[config.mk]
export PLATFORM = sky130hd
export DESIGN_NAME = mem_port_arbiter
export DESIGN_NICKNAME = d
export VERILOG_FILES = /design/src/rtl/mem_port_arbiter.sv
export SDC_FILE = /design/constraint.sdc
export NUM_CORES = 1
export LEC_CHECK = 0
export ABC_CLOCK_PERIOD_IN_PS = 3800
export CAP_MARGIN = 20
export CELL_PAD_IN_SITES_DETAIL_PLACEMENT = 0
export CELL_PAD_IN_SITES_GLOBAL_PLACEMENT = 2
export CORE_MARGIN = 2
export CORE_UTILIZATION = 20
export DETAILED_ROUTE_END_ITERATION = 16
export PLACE_DENSITY = 0.95
export SLEW_MARGIN = 5
export SYNTH_ARGS = -nofsm -noshare
export SYNTH_HDL_FRONTEND = slang
export SYNTH_SLANG_ARGS = --single-unit
[constraint.sdc]
create_clock -name clk -period 3.8 [get_ports clk]
set_clock_uncertainty 0.15 [all_clocks]
set_input_delay 0.38 -clock clk [delete_from_list [all_inputs] [get_ports clk]]
set_output_delay 0.38 -clock clk [all_outputs]
set_load 0.02 [all_outputs]
[src/rtl/mem_port_arbiter.sv]
// mem_port_arbiter: shares one single-port memory between instruction fetch
// (IF) and the MEM stage. Data accesses have fixed priority. Each access is
// registered onto the memory bus, completed by mem_ready or aborted after a
// bounded number of wait cycles, and acknowledged for exactly one cycle.
//
// Handshake: the arbiter presents a request with mem_valid=1 and keeps every
// mem_* field stable until the cycle in which mem_ready=1 (or the timeout
// fires); that cycle completes the access, the requester sees x_ack=1 in the
// same cycle, and mem_valid drops on the following edge. Requesters hold
// x_req and their request fields stable until they see x_ack=1.
module mem_port_arbiter #(
    parameter int TIMEOUT   = 16,
    parameter int CNT_WIDTH = 16
) (
    input  logic                 clk,
    input  logic                 rst,
    input  logic                 if_req,
    input  logic [31:0]          if_addr,
    output logic [31:0]          if_rdata,
    output logic                 if_ack,
    input  logic                 dm_req,
    input  logic                 dm_we,
    input  logic [3:0]           dm_mask,
    input  logic [31:0]          dm_addr,
    input  logic [31:0]          dm_wdata,
    output logic [31:0]          dm_rdata,
    output logic                 dm_ack,
    output logic                 mem_valid,
    output logic                 mem_we,
    output logic [3:0]           mem_mask,
    output logic [31:0]          mem_addr,
    output logic [31:0]          mem_wdata,
    input  logic [31:0]          mem_rdata,
    input  logic                 mem_ready,
    output logic                 bus_err,
    output logic                 stall_if,
    output logic                 stall_mem,
    input  logic                 perf_clr,
    output logic [CNT_WIDTH-1:0] conflict_cnt,
    output logic [1:0]           dbg_state
);

    // Timeout counter only needs to reach TIMEOUT-1.
    localparam int TW = (TIMEOUT > 2) ? $clog2(TIMEOUT) : 1;
    localparam logic [TW-1:0] TMO_LAST = (TIMEOUT > 0) ? TW'(TIMEOUT - 1) : '0;

    typedef enum logic [1:0] {
        ST_IDLE    = 2'd0,
        ST_SERVE_I = 2'd1,
        ST_SERVE_D = 2'd2
    } state_t;

    state_t                r_state;
    state_t                w_state_nxt;
    logic                  r_mem_valid;
    logic                  r_mem_we;
    logic [3:0]            r_mem_mask;
    logic [31:0]           r_mem_addr;
    logic [31:0]           r_mem_wdata;
    logic [TW-1:0]         r_tmo_cnt;
    logic [CNT_WIDTH-1:0]  r_conflict_cnt;

    logic                  w_idle;
    logic                  w_busy;
    logic                  w_grant_d;
    logic                  w_grant_i;
    logic                  w_hit;
    logic                  w_tmo;
    logic                  w_done;
    logic                  w_conflict;

    assign w_idle    = (r_state == ST_IDLE);
    assign w_busy    = ~w_idle;
    assign w_grant_d = w_idle & dm_req;
    assign w_grant_i = w_idle & ~dm_req & if_req;
    // A ready arriving in the timeout cycle wins, so the abort needs ~mem_ready.
    assign w_hit     = w_busy & mem_ready;
    assign w_tmo     = (TIMEOUT != 0) & w_busy & ~mem_ready & (r_tmo_cnt == TMO_LAST);
    assign w_done    = w_hit | w_tmo;
    // IF is blocked whenever data traffic holds or is about to take the port.
    assign w_conflict = if_req & ((r_state == ST_SERVE_D) | (w_idle & dm_req));

    // State register.
    always_ff @(posedge clk) begin
        if (rst) begin
            r_state <= ST_IDLE;
        end else begin
            r_state <= w_state_nxt;
        end
    end

    // Next-state: data first from IDLE, return to IDLE when the access ends.
    always_comb begin
        w_state_nxt = r_state;
        case (r_state)
            ST_IDLE: begin
                if (dm_req) begin
                    w_state_nxt = ST_SERVE_D;
                end else if (if_req) begin
                    w_state_nxt = ST_SERVE_I;
                end
            end
            ST_SERVE_I, ST_SERVE_D: begin
                if (w_done) begin
                    w_state_nxt = ST_IDLE;
                end
            end
            default: w_state_nxt = ST_IDLE;
        endcase
    end

    // Per-port acks and read data; everything is zero unless that port completes.
    always_comb begin
        if_ack   = 1'b0;
        dm_ack   = 1'b0;
        if_rdata = '0;
        dm_rdata = '0;
        bus_err  = w_tmo;
        if (r_state == ST_SERVE_I) begin
            if_ack = w_done;
            if (w_hit) begin
                if_rdata = mem_rdata;
            end
        end
        if (r_state == ST_SERVE_D) begin
            dm_ack = w_done;
            if (w_hit) begin
                dm_rdata = mem_rdata;
            end
        end
    end

    // Memory request registers: captured at grant, held until completion.
    always_ff @(posedge clk) begin
        if (rst) begin
            r_mem_valid <= 1'b0;
            r_mem_we    <= 1'b0;
            r_mem_mask  <= 4'h0;
            r_mem_addr  <= 32'h0;
            r_mem_wdata <= 32'h0;
        end else if (w_grant_d) begin
            r_mem_valid <= 1'b1;
            r_mem_we    <= dm_we;
            r_mem_mask  <= dm_mask;
            r_mem_addr  <= dm_addr;
            r_mem_wdata <= dm_wdata;
        end else if (w_grant_i) begin
            r_mem_valid <= 1'b1;
            r_mem_we    <= 1'b0;
            r_mem_mask  <= 4'hF;
            r_mem_addr  <= if_addr;
            r_mem_wdata <= 32'h0;
        end else if (w_done) begin
            r_mem_valid <= 1'b0;
        end
    end

    // Wait-cycle counter for the access in flight; frozen when timeout is disabled.
    always_ff @(posedge clk) begin
        if (rst) begin
            r_tmo_cnt <= '0;
        end else if (w_idle || w_done) begin
            r_tmo_cnt <= '0;
        end else if (TIMEOUT != 0) begin
            r_tmo_cnt <= r_tmo_cnt + TW'(1);
        end
    end

    // Saturating count of cycles in which IF lost the port to data traffic.
    always_ff @(posedge clk) begin
        if (rst) begin
            r_conflict_cnt <= '0;
        end else if (perf_clr) begin
            r_conflict_cnt <= '0;
        end else if (w_conflict && !(&r_conflict_cnt)) begin
            r_conflict_cnt <= r_conflict_cnt + CNT_WIDTH'(1);
        end
    end

    assign mem_valid    = r_mem_valid;
    assign mem_we       = r_mem_we;
    assign mem_mask     = r_mem_mask;
    assign mem_addr     = r_mem_addr;
    assign mem_wdata    = r_mem_wdata;
    assign stall_if     = if_req & ~if_ack;
    assign stall_mem    = dm_req & ~dm_ack;
    assign conflict_cnt = r_conflict_cnt;
    assign dbg_state    = r_state;

endmodule
* After elaboration in Yosys (flattened, before gate mapping)
Index checks and enable logic that the tools add are counted.
** Cells by class
- Add/subtract/negate cells :: 2
- Eq/ne operators :: 5
- Multiplexer cells :: 20
- Bitwise logic cells :: 16
- Reductions and logical operators :: 11
** Operators by type and width (count)
- $mux W32 :: 7
- $add A16 B1 Y16 const B :: 1
- $reduce_and A16 Y1 :: 1
- $and A1 B1 Y1 :: 9
- $mux W4 :: 2
- $mux W1 :: 7
- $mux W2 :: 3
- $reduce_or A2 Y1 :: 3
- $not A1 Y1 :: 5
- $add A4 B1 Y4 const B :: 1
- $eq A4 B4 Y1 const B :: 1
- $pmux W2 S2 :: 1
- $ne A3 B3 Y1 const B :: 1
- $reduce_bool A3 Y1 :: 1
- $eq A2 B1 Y1 const B :: 1
- $eq A2 B2 Y1 const B :: 1
- $logic_not A2 Y1 :: 1
- $ne A2 B2 Y1 const B :: 1
- $or A1 B1 Y1 :: 2
- $reduce_and A2 Y1 :: 1
- $reduce_bool A2 Y1 :: 1
- $logic_and A1 B1 Y1 :: 1
- $logic_not A1 Y1 :: 1
- $logic_or A1 B1 Y1 :: 1
** Storage, ports and cells
- Bits in registers :: 92
- Input port bits :: 139
- Output and inout port bits :: 157
- Word-level logic and storage cells :: 62

* Logic depth before layout (Yosys ltp)
Gate-level depths: netlist of the first run.
- Word-level depth :: 8
- Gate-level depth with buffers :: 8
- Mapped depth without buffers :: 6

* Least setup slack after synthesis of the first run
Ideal clock, no wire load.
- Kind :: reg-to-output
- Start point :: register r_state[0], in the netlist dbg_state[0]
- End point :: output port dm_rdata[10]
- Arrival time :: 1.561 ns
- Required time :: 3.270 ns
- Path slack :: 1.709 ns
- Cell stages (with the launch flop) :: 6
- Path buffers :: 1
- Path through :: dfxtp_1 inv_1 ha_1 and3b_1 clkbuf_1 and2_1
** Between the ends
- Word-level cells in the longest chain between the ends :: 5
- Elaborated cells between the ends (all ways) :: 6
- Classes of those cells :: eq/ne: 1; mux: 2; bitwise: 2; reduce/logical: 1
** Ends and longest elaborated chain
- start, declared :: RTL line 53 : state_t r_state;
- start signal, assigned :: RTL line 88 : r_state <= w_state_nxt;
- $logic_not A2 Y1 :: RTL line 72 : assign w_idle = (r_state == ST_IDLE);
- $not A1 Y1 :: RTL line 73 : assign w_busy = ~w_idle;
- $and A1 B1 Y1 :: RTL line 77 : assign w_hit = w_busy & mem_ready;
- $mux W32 :: RTL line 127 : if (w_hit) begin
- $mux W32 (*) :: RTL line 125 : if (r_state == ST_SERVE_D) begin
- end, declared :: RTL line 26 : output logic [31:0] dm_rdata,
Mark *: on every way between the ends. The rest lies on a longest branch, timed or not.

* Worst setup path after layout of the first run
- Start point :: register r_state[0], in the netlist dbg_state[0]
- End point :: output port if_rdata[30]
** Between the ends
- Word-level cells in the longest chain between the ends :: 5
- Elaborated cells between the ends (all ways) :: 6
- Classes of those cells :: eq/ne: 1; mux: 2; bitwise: 2; reduce/logical: 1
** Ends and longest elaborated chain
- $logic_not A2 Y1 :: RTL line 72
- $not A1 Y1 :: RTL line 73
- $and A1 B1 Y1 :: RTL line 77
- $mux W32 :: RTL line 121 : if (w_hit) begin
- $mux W32 (*) :: RTL line 119 : if (r_state == ST_SERVE_I) begin
- end, declared :: RTL line 19 : output logic [31:0] if_rdata,
Marked as above.

==> impl_summary.txt, run 1 <==
----------------------------------------------------
[Clock tree]
  Clk Latency, worst-skew pair ... approximately 0.35 ns
  Maximum root-to-sink buffer count ... 2
  Sinks on Clock Net ... just over 90
  Resized Gates After CTS ... 0
  Number of buffers inserted during clock tree synthesis ... 9
  Hold buffer count at CTS ... 0
  Number of H-tree levels ... 3
  Setup Buffers After CTS ... 0
  Post-CTS clock slew at the launch and capture registers of the worst setup and hold paths ... 0.08 ns
  TritonCTS clock tree ... done
  Clock Tree Root ... sky130_fd_sc_hd__clkbuf_16

[Synth]
  Cells after Synth ... approximately 520
  Total number of yosys warnings ... 0
  Synth top area cells ... sky130_fd_sc_hd__dfxtp_1 42%, sky130_fd_sc_hd__and2_1 9.8%, sky130_fd_sc_hd__nor2_1 7.1%, sky130_fd_sc_hd__a22oi_1 5.6%, sky130_fd_sc_hd__a211oi_1 5.5%
  Syn nets ... about 670
  Dominant cell by count in the synthesized netlist ... sky130_fd_sc_hd__dfxtp_1
  Share of the yosys chip area belonging to registers ... 0.419
  Synthesized area ... around 0.0044 mm2
  Number of synthesized register bits ... 92
  Top FF cell, synth ... sky130_fd_sc_hd__dfxtp_1
  Post-synthesis async set-or-reset flop share ... 0
  Number of enable-type register cells in the synthesized netlist ... 0
  Largest area contributor in the netlist ... sky130_fd_sc_hd__dfxtp_1
  Leading post-synthesis cells by instance count ... 92 x sky130_fd_sc_hd__dfxtp_1, 83 x sky130_fd_sc_hd__nor2_1, 69 x sky130_fd_sc_hd__and2_1
  Share of Yosys cell area claimed by the top area cell type ... 0.419
  Mapped Avg Cell Area ... around 8.4 um2
  Post-synthesis cell type count ... 45

[Finish]
  Fraction of final layout cells with drive strength greater than 1 ... 0.0473
  Filler Cells Inserted ... about 2200
  Diode count ... 0
  Final nets ... between 900 and 1000
  FF+latch area ... ~0.0018 mm2
  Footprint of the multi-input gates ... between 0.002 and 0.0025 mm2
  Area growth, synth to finish ... 79.2%
  Final core utilization ... 0.363

[Drt]
  WL per Instance ... 16.1 um
  Iteration-0 DRC Markers ... 280
  Routed Wire Length ... approximately 17 mm
  Count of nets left with antenna violations after detail routing ... 0
  Detailed Routing Iterations Pass 1 ... 5
  Number of design rule violations left after detail routing ... 0
  Via count of the routed design ... roughly 4800
  Via density per instance ... 4.45

[Power and ir drop]
  Power density normalized to cell area ... 412 mW/mm2
  Worst voltage drop across the vdd grid ... between 200 and 250 uV
  Leakage power ... approximately 2.9 nW

[Critical path]
  Highest net fanout along the worst path ... 32
  Slowest stage cell, crit path ... sky130_fd_sc_hd__clkdlybuf4s50_1
  Top cell family by delay on the critical path ... buffers and inverters
  Required arrival time at the worst endpoint ... 3.27 ns
  Worst path buffer plus inverter count ... 3
  Highest cell delay on the worst timing path ... about 0.62 ns
  Ordered cell list for the critical path ... inv_1 > ha_1 > and3b_1 > buf_4 > and2_1 > clkdlybuf4s50_1
  Arrival @ worst endpoint ... 2.40 ns
  Endpoint class of the critical path ... output pin
  Category of the critical setup timing path ... flop to output pin
  Nature of the critical path startpoint ... flop

[Job]
  Number of violations of the max-capacitance limit ... 0

[Die]
  Die outline height ... between 150 and 200 um
  Area of the placeable core ... around 0.022 mm2
  Row Count ... 54
  Top-level I/O count ... approximately 300
  Die footprint ... 0.0232 mm2
  Starting density of the core ... 0.202
  Chip width ... between 150 and 200 um

[GRT]
  Wire length of the first global-routing pass ... 27.7 mm
  Number of global-route vias before repair ... around 4700
  Pin count of the biggest net entering global routing ... 73
  Antenna violations before repair ... 0
  Aggregate global-route resource usage ... 0.148
  GRT Residual Overflow ... 0

[Timing]
  Setup violations, final ... 0
  Post-route clock period utilization ... 0.770
  Measured slew at the worst slew-check pin ... 0.862 ns
  Max_slew headroom ... 0.426
  Setup Total Neg Slack ... 0 ns
  RSZ-0062 raised after global routing ... no
  Final Hold Fails ... 0
  Achievable frequency ... 0.342 GHz
  Max-slew violation count ... 0
  Final worst path period need ... roughly 2.9 ns

[Placed design]
  Placer Congestion ... about 0.77
  Number of buffers added on ports ... ~300
  Detail Placement HPWL ... roughly 12 mm

[Status]
  Outcome ... complete, no violations

[Hold path]
  Classification of the worst-slack hold path ... input pin to flop

----------------------------------------------------
## final timing paths
kind                 from          endpoint  slack, ns  depth (start not counted)
min                   rst  conflict_cnt[15]       0.23                          3
min reg2reg  r_tmo_cnt[0]      r_tmo_cnt[0]       0.30                          1
max          dbg_state[0]      if_rdata[30]       0.87                          6
max reg2reg  dbg_state[0]      mem_addr[16]       1.36                          7
## where the power goes
group | switching [W] | total (W) | internal (W)
Clock | 0.000409 | 0.000875 | 0.000466
Sequential | 0.0000680 | 0.00117 | 0.00110
Combinational | 0.000646 | 0.00120 | 0.000555
Total | 0.00112 | 0.00324 | 0.00212
## layout by cell type, fill, tap and decap left out, types with 5 or more instances in the layout
cell type,netlist,routed
sky130_fd_sc_hd__and2_1,69,69
sky130_fd_sc_hd__or4_1,5,5
sky130_fd_sc_hd__clkdlybuf4s50_1,0,294
sky130_fd_sc_hd__nand3_1,7,7
sky130_fd_sc_hd__clkbuf_16,0,9
sky130_fd_sc_hd__nor2_1,83,83
sky130_fd_sc_hd__buf_4,4,11
sky130_fd_sc_hd__a22oi_1,33,33
sky130_fd_sc_hd__or3_1,37,37
sky130_fd_sc_hd__nand2_1,10,10
sky130_fd_sc_hd__dfxtp_1,92,92
sky130_fd_sc_hd__a211oi_1,32,32
sky130_fd_sc_hd__o31ai_1,5,5
sky130_fd_sc_hd__a21oi_1,12,12
sky130_fd_sc_hd__o21ai_0,35,35
sky130_fd_sc_hd__ha_1,6,6
sky130_fd_sc_hd__nor3_1,9,9
## sequential cells by signal (all words and copies together) (netlist names)
register	flops
mem_valid	1
dbg_state	2
mem_wdata	32
conflict_cnt	16
mem_mask	4
mem_we	1
mem_addr	32
r_tmo_cnt	4
## worst register-to-register path, stage by stage (launching register included)
cell	delay [ns]
sky130_fd_sc_hd__dfxtp_1	0.33
sky130_fd_sc_hd__inv_1	0.12
sky130_fd_sc_hd__ha_1	0.19
sky130_fd_sc_hd__buf_4	0.41
sky130_fd_sc_hd__o21a_1	0.45
sky130_fd_sc_hd__buf_4	0.38
sky130_fd_sc_hd__nor2_1	0.08
sky130_fd_sc_hd__a211oi_1	0.22
## cell type report
class	count	share of cell area
sequential	92	0.234
multi-input combinational	385	0.298
clock inverter	6	0.00588
tap	280	0.0445
clock buffer	10	0.0304
inverter	4	0.00191
timing repair buffer	306	0.385
## stage by stage
stage / hold slack (ns) / total power, W / setup WS, ns / instances / instance area, um2
2_1_floorplan: 0.268 / 0.00181 / 1.71 / 524 / 4390
5_1_grt: 0.251 / 0.00344 / 0.702 / 1083 / 7870
4_1_cts: 0.208 / 0.00331 / 0.822 / 1083 / 7870
3_3_place_gp: 0.284 / 0.00240 / 1.06 / 1067 / 7590
6_report: 0.228 / 0.00324 / 0.874 / 1083 / 7870
3_5_place_dp: 0.292 / 0.00241 / 1.03 / 1067 / 7590
## layer usage
metal | track usage | share of wire | up-vias
met5 | 0 | 0 | -
li1 | - | - | 2421
met1 | 0.199 | 0.47 | 2216
met3 | 0.0404 | 0.059 | 22
met4 | 0.0485 | 0.022 | 0
met2 | 0.231 | 0.45 | 159
## cell families after synthesis
kind of cell	after synthesis	share of synthesized area
compound gates	135	0.207
xor+xnor	2	0.00399
fa+ha+maj	6	0.0171
buf+inv	47	0.0467
flops	92	0.419
mux	2	0.00456
simple gates	240	0.301
Note: power is estimated with default switching activity, not from simulation.
==> run 2: changes to the inputs <==
Settings changed: ABC_CLOCK_PERIOD_IN_PS 3800 to 2950, CORE_UTILIZATION 20 to 18, PLACE_DENSITY 0.95 to 0.9.
Clock period 3.8 ns to 2.95 ns, I/O delays scaled along.
==> impl_summary.txt, run 2 (synthesized netlist as in run 1, its figures left out) <==
----------------------------------------------------
[Drt]
  Detailed Routing Iterations Pass 1 ... 6
  Number of design rule violations left after detail routing ... 0
  WL per Instance ... 15.6 um
  Via density per instance ... between 4 and 5
  Routed Wire Length ... around 18 mm
  Via count of the routed design ... a little under 5000
  Iteration-0 DRC Markers ... around 340
  Count of nets left with antenna violations after detail routing ... 0

[GRT]
  Antenna violations before repair ... 0
  Wire length of the first global-routing pass ... 27.5 mm
  Met1 track utilization from global routing ... 0.173
  Met3 demand-to-capacity share in global routing ... 0.0462
  Aggregate global-route resource usage ... 0.135
  Number of global-route vias before repair ... about 4700
  Pin count of the biggest net entering global routing ... 55
  Met2 Resource Use GR ... 0.217
  GRT Residual Overflow ... 0
  Global-route layer with the greatest usage ... met2

[Finish]
  Non-Filler Instances ... 1129
  Fraction of final layout cells with drive strength greater than 1 ... 0.0497
  Diode count ... 0
  Most frequent cells in the layout ... 294 x sky130_fd_sc_hd__clkdlybuf4s50_1, 92 x sky130_fd_sc_hd__dfxtp_1, 83 x sky130_fd_sc_hd__nor2_1
  Area growth, synth to finish ... 81.6%
  Final design area excluding fillers ... approximately 0.008 mm2
  Most common library cell in the layout ignoring fill and taps ... sky130_fd_sc_hd__clkdlybuf4s50_1
  Filler Cells Inserted ... 2559
  Footprint of the multi-input gates ... between 0.002 and 0.0025 mm2
  Final nets ... roughly 950
  FF+latch area ... 0.00184 mm2

[Power and ir drop]
  Internal Pwr Total ... approximately 0.0028 W
  Sw Pwr ... 0.00148 W
  Share of power burned in the clock network ... 0.287
  Combinational group share of total power ... 0.363
  Portion of total power attributed to sequential cells ... 0.350
  Worst voltage drop across the vdd grid ... 283 uV
  Power density normalized to cell area ... roughly 540 mW/mm2
  Total Power ... roughly 0.0043 W
  Leakage power ... between 2 and 3 nW
  Net switching fraction of the power ... 0.344

[Die]
  Die footprint ... approximately 0.026 mm2
  Top-level I/O count ... 296
  Area of the placeable core ... 0.0241 mm2
  Row Count ... between 50 and 60
  Die outline height ... around 160 um
  Chip width ... ~160 um
  Starting density of the core ... 0.182

[Clock tree]
  Resized Gates After CTS ... 0
  Post-CTS clock slew at the launch and capture registers of the worst setup and hold paths ... ~0.080 ns
  Setup Buffers After CTS ... 0
  Sinks on Clock Net ... 92
  Hold buffer count at CTS ... 0
  Number of H-tree levels ... 3
  Maximum root-to-sink buffer count ... 2
  TritonCTS clock tree ... done
  Clk Latency, worst-skew pair ... roughly 0.35 ns
  Clock Tree Root ... sky130_fd_sc_hd__clkbuf_16
  Number of buffers inserted during clock tree synthesis ... 9

[Critical path]
  Endpoint class of the critical path ... output pin
  Slowest stage cell, crit path ... sky130_fd_sc_hd__clkdlybuf4s50_1
  Arrival @ worst endpoint ... between 2 and 2.5 ns
  Worst path buffer plus inverter count ... 3
  Highest cell delay on the worst timing path ... 0.61 ns
  Required arrival time at the worst endpoint ... between 2 and 3 ns
  Top cell family by delay on the critical path ... buffers and inverters
  Nature of the critical path startpoint ... flop
  Ordered cell list for the critical path ... inv_1 > ha_1 > and3b_1 > buf_4 > and2_1 > clkdlybuf4s50_1
  Highest net fanout along the worst path ... 32
  Category of the critical setup timing path ... flop to output pin

[Timing]
  Max-slew violation count ... 0
  Achievable frequency ... between 0.3 and 0.4 GHz
  Max_slew headroom ... 0.488
  Setup violations, final ... 0
  Final worst path period need ... 2.81 ns
  Final Hold Fails ... 0
  Final hold slack ... about 0.25 ns
  Post-route clock period utilization ... 0.952
  RSZ-0062 raised after global routing ... no
  Setup Total Neg Slack ... 0 ns
  Measured slew at the worst slew-check pin ... approximately 0.76 ns

[Placed design]
  Placed cells ... about 1100
  Placer Congestion ... about 0.76
  Number of buffers added on ports ... ~300
  Detail Placement HPWL ... between 10 and 15 mm
  Cell area after placement ... about 0.0077 mm2

[Status]
  Outcome ... complete, no violations

[Job]
  Number of violations of the max-capacitance limit ... 0

[Hold path]
  Classification of the worst-slack hold path ... input pin to flop

----------------------------------------------------
## run 2: cell count changes in the layout (fill, tap and decap cells not counted), sizes merged
cell    delta
clkinv     -1
inv        +1
buf        +2
clkbuf     -1
bufinv     +1
## run 2: power by group through the flow
stage,combinational (W),sequential [W],clock (W)
after floorplan,0.000591,0.00174,0
final,0.00156,0.00150,0.00123
after detailed placement,0.00158,0.00153,0
after global placement,0.00158,0.00153,0
after global routing,0.00169,0.00153,0.00134
after CTS,0.00158,0.00151,0.00130
## run 2: final timing paths
path / endpoint / from / slack, ns / cells past startpoint
worst max-delay path: dm_rdata[17] / dbg_state[0] / 0.14 / 6
worst min-delay path: mem_wdata[2] / rst / 0.25 / 2
worst max register to register: conflict_cnt[15] / conflict_cnt[0] / 0.81 / 5
worst min register to register: r_tmo_cnt[0] / r_tmo_cnt[0] / 0.30 / 1
## run 2: cell type report
class                           count  area share
Timing Repair Buffer              308       0.383
Clock inverter                      7      0.0104
Tap cell                          324      0.0508
Multi-Input combinational cell    385       0.294
Clock buffer                        9      0.0282
Sequential cell                    92       0.231
Inverter                            4     0.00188
## run 2: per-stage QoR
step	worst slack, ns	utilization
final	0.141	0.331
after global routing	0.00346	0.331
after CTS	0.0897	0.331
after detailed placement	0.382	0.318
after global placement	0.397	0.318
after floorplan	0.944	-
## run 2: metal layers
metal | wire, um | part of all wire | vias up
li1 | - | - | 2430
met1 | 7920 | 0.45 | 2236
met2 | 8280 | 0.47 | 160
met3 | 1230 | 0.070 | 13
met4 | 216 | 0.012 | 0
met5 | 0 | 0 | -
==> run 3: changes to the inputs <==
Settings changed: REMOVE_ABC_BUFFERS set to 1.
==> impl_summary.txt, run 3 (synthesized netlist as in run 1, its figures left out) <==
----------------------------------------------------
[Power and ir drop]
  Combinational group share of total power ... 0.364
  Internal Pwr Total ... 0.00284 W
  Share of power burned in the clock network ... 0.284
  Power density normalized to cell area ... about 540 mW/mm2
  Net switching fraction of the power ... 0.335
  Leakage power ... between 2 and 3 nW
  Sw Pwr ... around 0.0014 W
  Worst voltage drop across the vdd grid ... roughly 320 uV
  Total Power ... 0.00428 W
  Portion of total power attributed to sequential cells ... 0.352

[Critical path]
  Category of the critical setup timing path ... flop to output pin
  Nature of the critical path startpoint ... flop
  FF-to-FF setup slack ... about 0.65 ns
  Crit Reg-Reg Endpoint ... conflict_cnt[10]
  Arrival @ worst endpoint ... 2.37 ns
  Endpoint class of the critical path ... output pin
  Launch instance of the worst register-to-register path ... dbg_state[0]
  Worst r2r path cells ... 6
  Required arrival time at the worst endpoint ... ~2.5 ns
  Highest net fanout along the worst path ... 32

[Die]
  Chip width ... around 160 um
  Top-level I/O count ... 296
  Row Count ... between 50 and 60
  Die footprint ... 0.0257 mm2
  Die outline height ... 160 um
  Area of the placeable core ... 0.0241 mm2
  Starting density of the core ... 0.182

[Timing]
  Final Hold Fails ... 0
  Setup Total Neg Slack ... 0 ns
  Setup violations, final ... 0
  Final worst path period need ... between 2 and 3 ns
  RSZ-0062 raised after global routing ... no
  Achievable frequency ... ~0.36 GHz
  Max_slew headroom ... 0.507
  Measured slew at the worst slew-check pin ... about 0.73 ns
  Post-route clock period utilization ... 0.953
  Max-slew violation count ... 0

[Drt]
  WL per Instance ... 15.6 um
  Count of nets left with antenna violations after detail routing ... 0
  Via count of the routed design ... 4868
  Iteration-0 DRC Markers ... roughly 200
  Via density per instance ... between 4 and 5
  Detailed Routing Iterations Pass 1 ... 5
  Routed Wire Length ... 17.6 mm
  Number of design rule violations left after detail routing ... 0

[GRT]
  Number of global-route vias before repair ... ~4700
  GRT Residual Overflow ... 0
  Pin count of the biggest net entering global routing ... 37
  Wire length of the first global-routing pass ... about 27 mm
  Antenna violations before repair ... 0
  Aggregate global-route resource usage ... 0.133

[Clock tree]
  Hold buffer count at CTS ... 0
  Maximum root-to-sink buffer count ... 2
  Sinks on Clock Net ... 92
  Post-CTS clock slew at the launch and capture registers of the worst setup and hold paths ... ~0.070 ns
  Number of buffers inserted during clock tree synthesis ... 9
  Resized Gates After CTS ... 0
  TritonCTS clock tree ... done
  Setup Buffers After CTS ... 0
  Clock Tree Root ... sky130_fd_sc_hd__clkbuf_16
  Clk Latency, worst-skew pair ... about 0.35 ns
  Number of H-tree levels ... 3

[Finish]
  Final nets ... 946
  Most frequent cells in the layout ... 294 x sky130_fd_sc_hd__clkdlybuf4s50_1, 92 x sky130_fd_sc_hd__dfxtp_1, 83 x sky130_fd_sc_hd__nor2_1
  Most common library cell in the layout ignoring fill and taps ... sky130_fd_sc_hd__clkdlybuf4s50_1
  Filler Cells Inserted ... ~2600
  Area growth, synth to finish ... 81.6%
  Final design area excluding fillers ... 0.00797 mm2
  Final core utilization ... 0.331
  Fraction of final layout cells with drive strength greater than 1 ... 0.0484
  Diode count ... 0

[Placed design]
  Number of buffers added on ports ... around 300
  Placer Congestion ... just under 0.8
  Detail Placement HPWL ... approximately 13 mm
  Cell area after placement ... between 0.007 and 0.008 mm2

[Status]
  Outcome ... complete, no violations

[Hold path]
  Classification of the worst-slack hold path ... flop to flop
  Hold-critical path endpoint ... r_tmo_cnt[0]
  Cell depth of the worst min-delay path ... 1
  Hold_sp ... r_tmo_cnt[0]

[Job]
  Number of violations of the max-capacitance limit ... 0

----------------------------------------------------
-- run 3: changes by cell type in the layout (fill, tap and decap cells not counted), sizes merged --
cell / delta
clkbuf: +3
inv: -3
buf: +1
clkinvlp: -1
-- run 3: metal layers --
layer | vias to the layer above | part of all wire | track usage | wire [um]
met1 | 2264 | 0.45 | 0.165 | 7990
met3 | 15 | 0.059 | 0.0418 | 1040
met5 | - | 0 | 0 | 0
li1 | 2424 | - | - | -
met4 | 0 | 0.015 | 0.0405 | 256
met2 | 165 | 0.47 | 0.221 | 8350
-- run 3: power groups by stage --
stage                     Combinational (W)  Sequential [W]  Clock, W
after detailed placement            0.00157         0.00153         0
after CTS                           0.00158         0.00151   0.00127
final                               0.00156         0.00151   0.00121
after global routing                0.00168         0.00153   0.00132
after global placement              0.00157         0.00152         0
after floorplan                    0.000523         0.00174         0
-- run 3: area by class of cell --
| cell class | count | area (um2) | share of cell area |
|---|---|---|---|
| repair buffers | 309 | 3060 | 0.384 |
| multi-input cells | 385 | 2350 | 0.295 |
| flip-flops and latches | 92 | 1840 | 0.231 |
| well taps | 324 | 405 | 0.0508 |
| clock buffers | 12 | 256 | 0.0322 |
| clock inverters | 3 | 46.3 | 0.00581 |
| inverters | 4 | 15.0 | 0.00188 |
-- run 3: through the flow --
| stage | std cells | hold slack, ns | setup slack [ns] |
|---|---|---|---|
| floorplan | 481 | 0.214 | -0.0880 |
| global placement | 1114 | 0.284 | 0.436 |
| detailed placement | 1114 | 0.288 | 0.417 |
| CTS | 1129 | 0.288 | 0.0396 |
| global route | 1129 | 0.316 | 0.00436 |
| finish | 1129 | 0.298 | 0.138 |
-- run 3: worst max-delay path, cell delays in order (launching register included) --
cell and delay [ns]:
sky130_fd_sc_hd__dfxtp_1 0.37, sky130_fd_sc_hd__inv_1 0.10, sky130_fd_sc_hd__ha_1 0.30, sky130_fd_sc_hd__and3b_1 0.26, sky130_fd_sc_hd__buf_6 0.22, sky130_fd_sc_hd__and2_1 0.17, sky130_fd_sc_hd__clkdlybuf4s50_1 0.61
-- run 3: how the worst max path moves through the flow --
stage	depth (start not counted)	endpoint	startpoint
floorplan	6	conflict_cnt[3]	dbg_state[0]
global placement	5	dm_rdata[12]	mem_ready
detailed placement	5	dm_rdata[6]	mem_ready
CTS	6	dm_rdata[12]	dbg_state[0]
global route	6	if_rdata[17]	dbg_state[0]
finish	6	dm_rdata[12]	dbg_state[0]
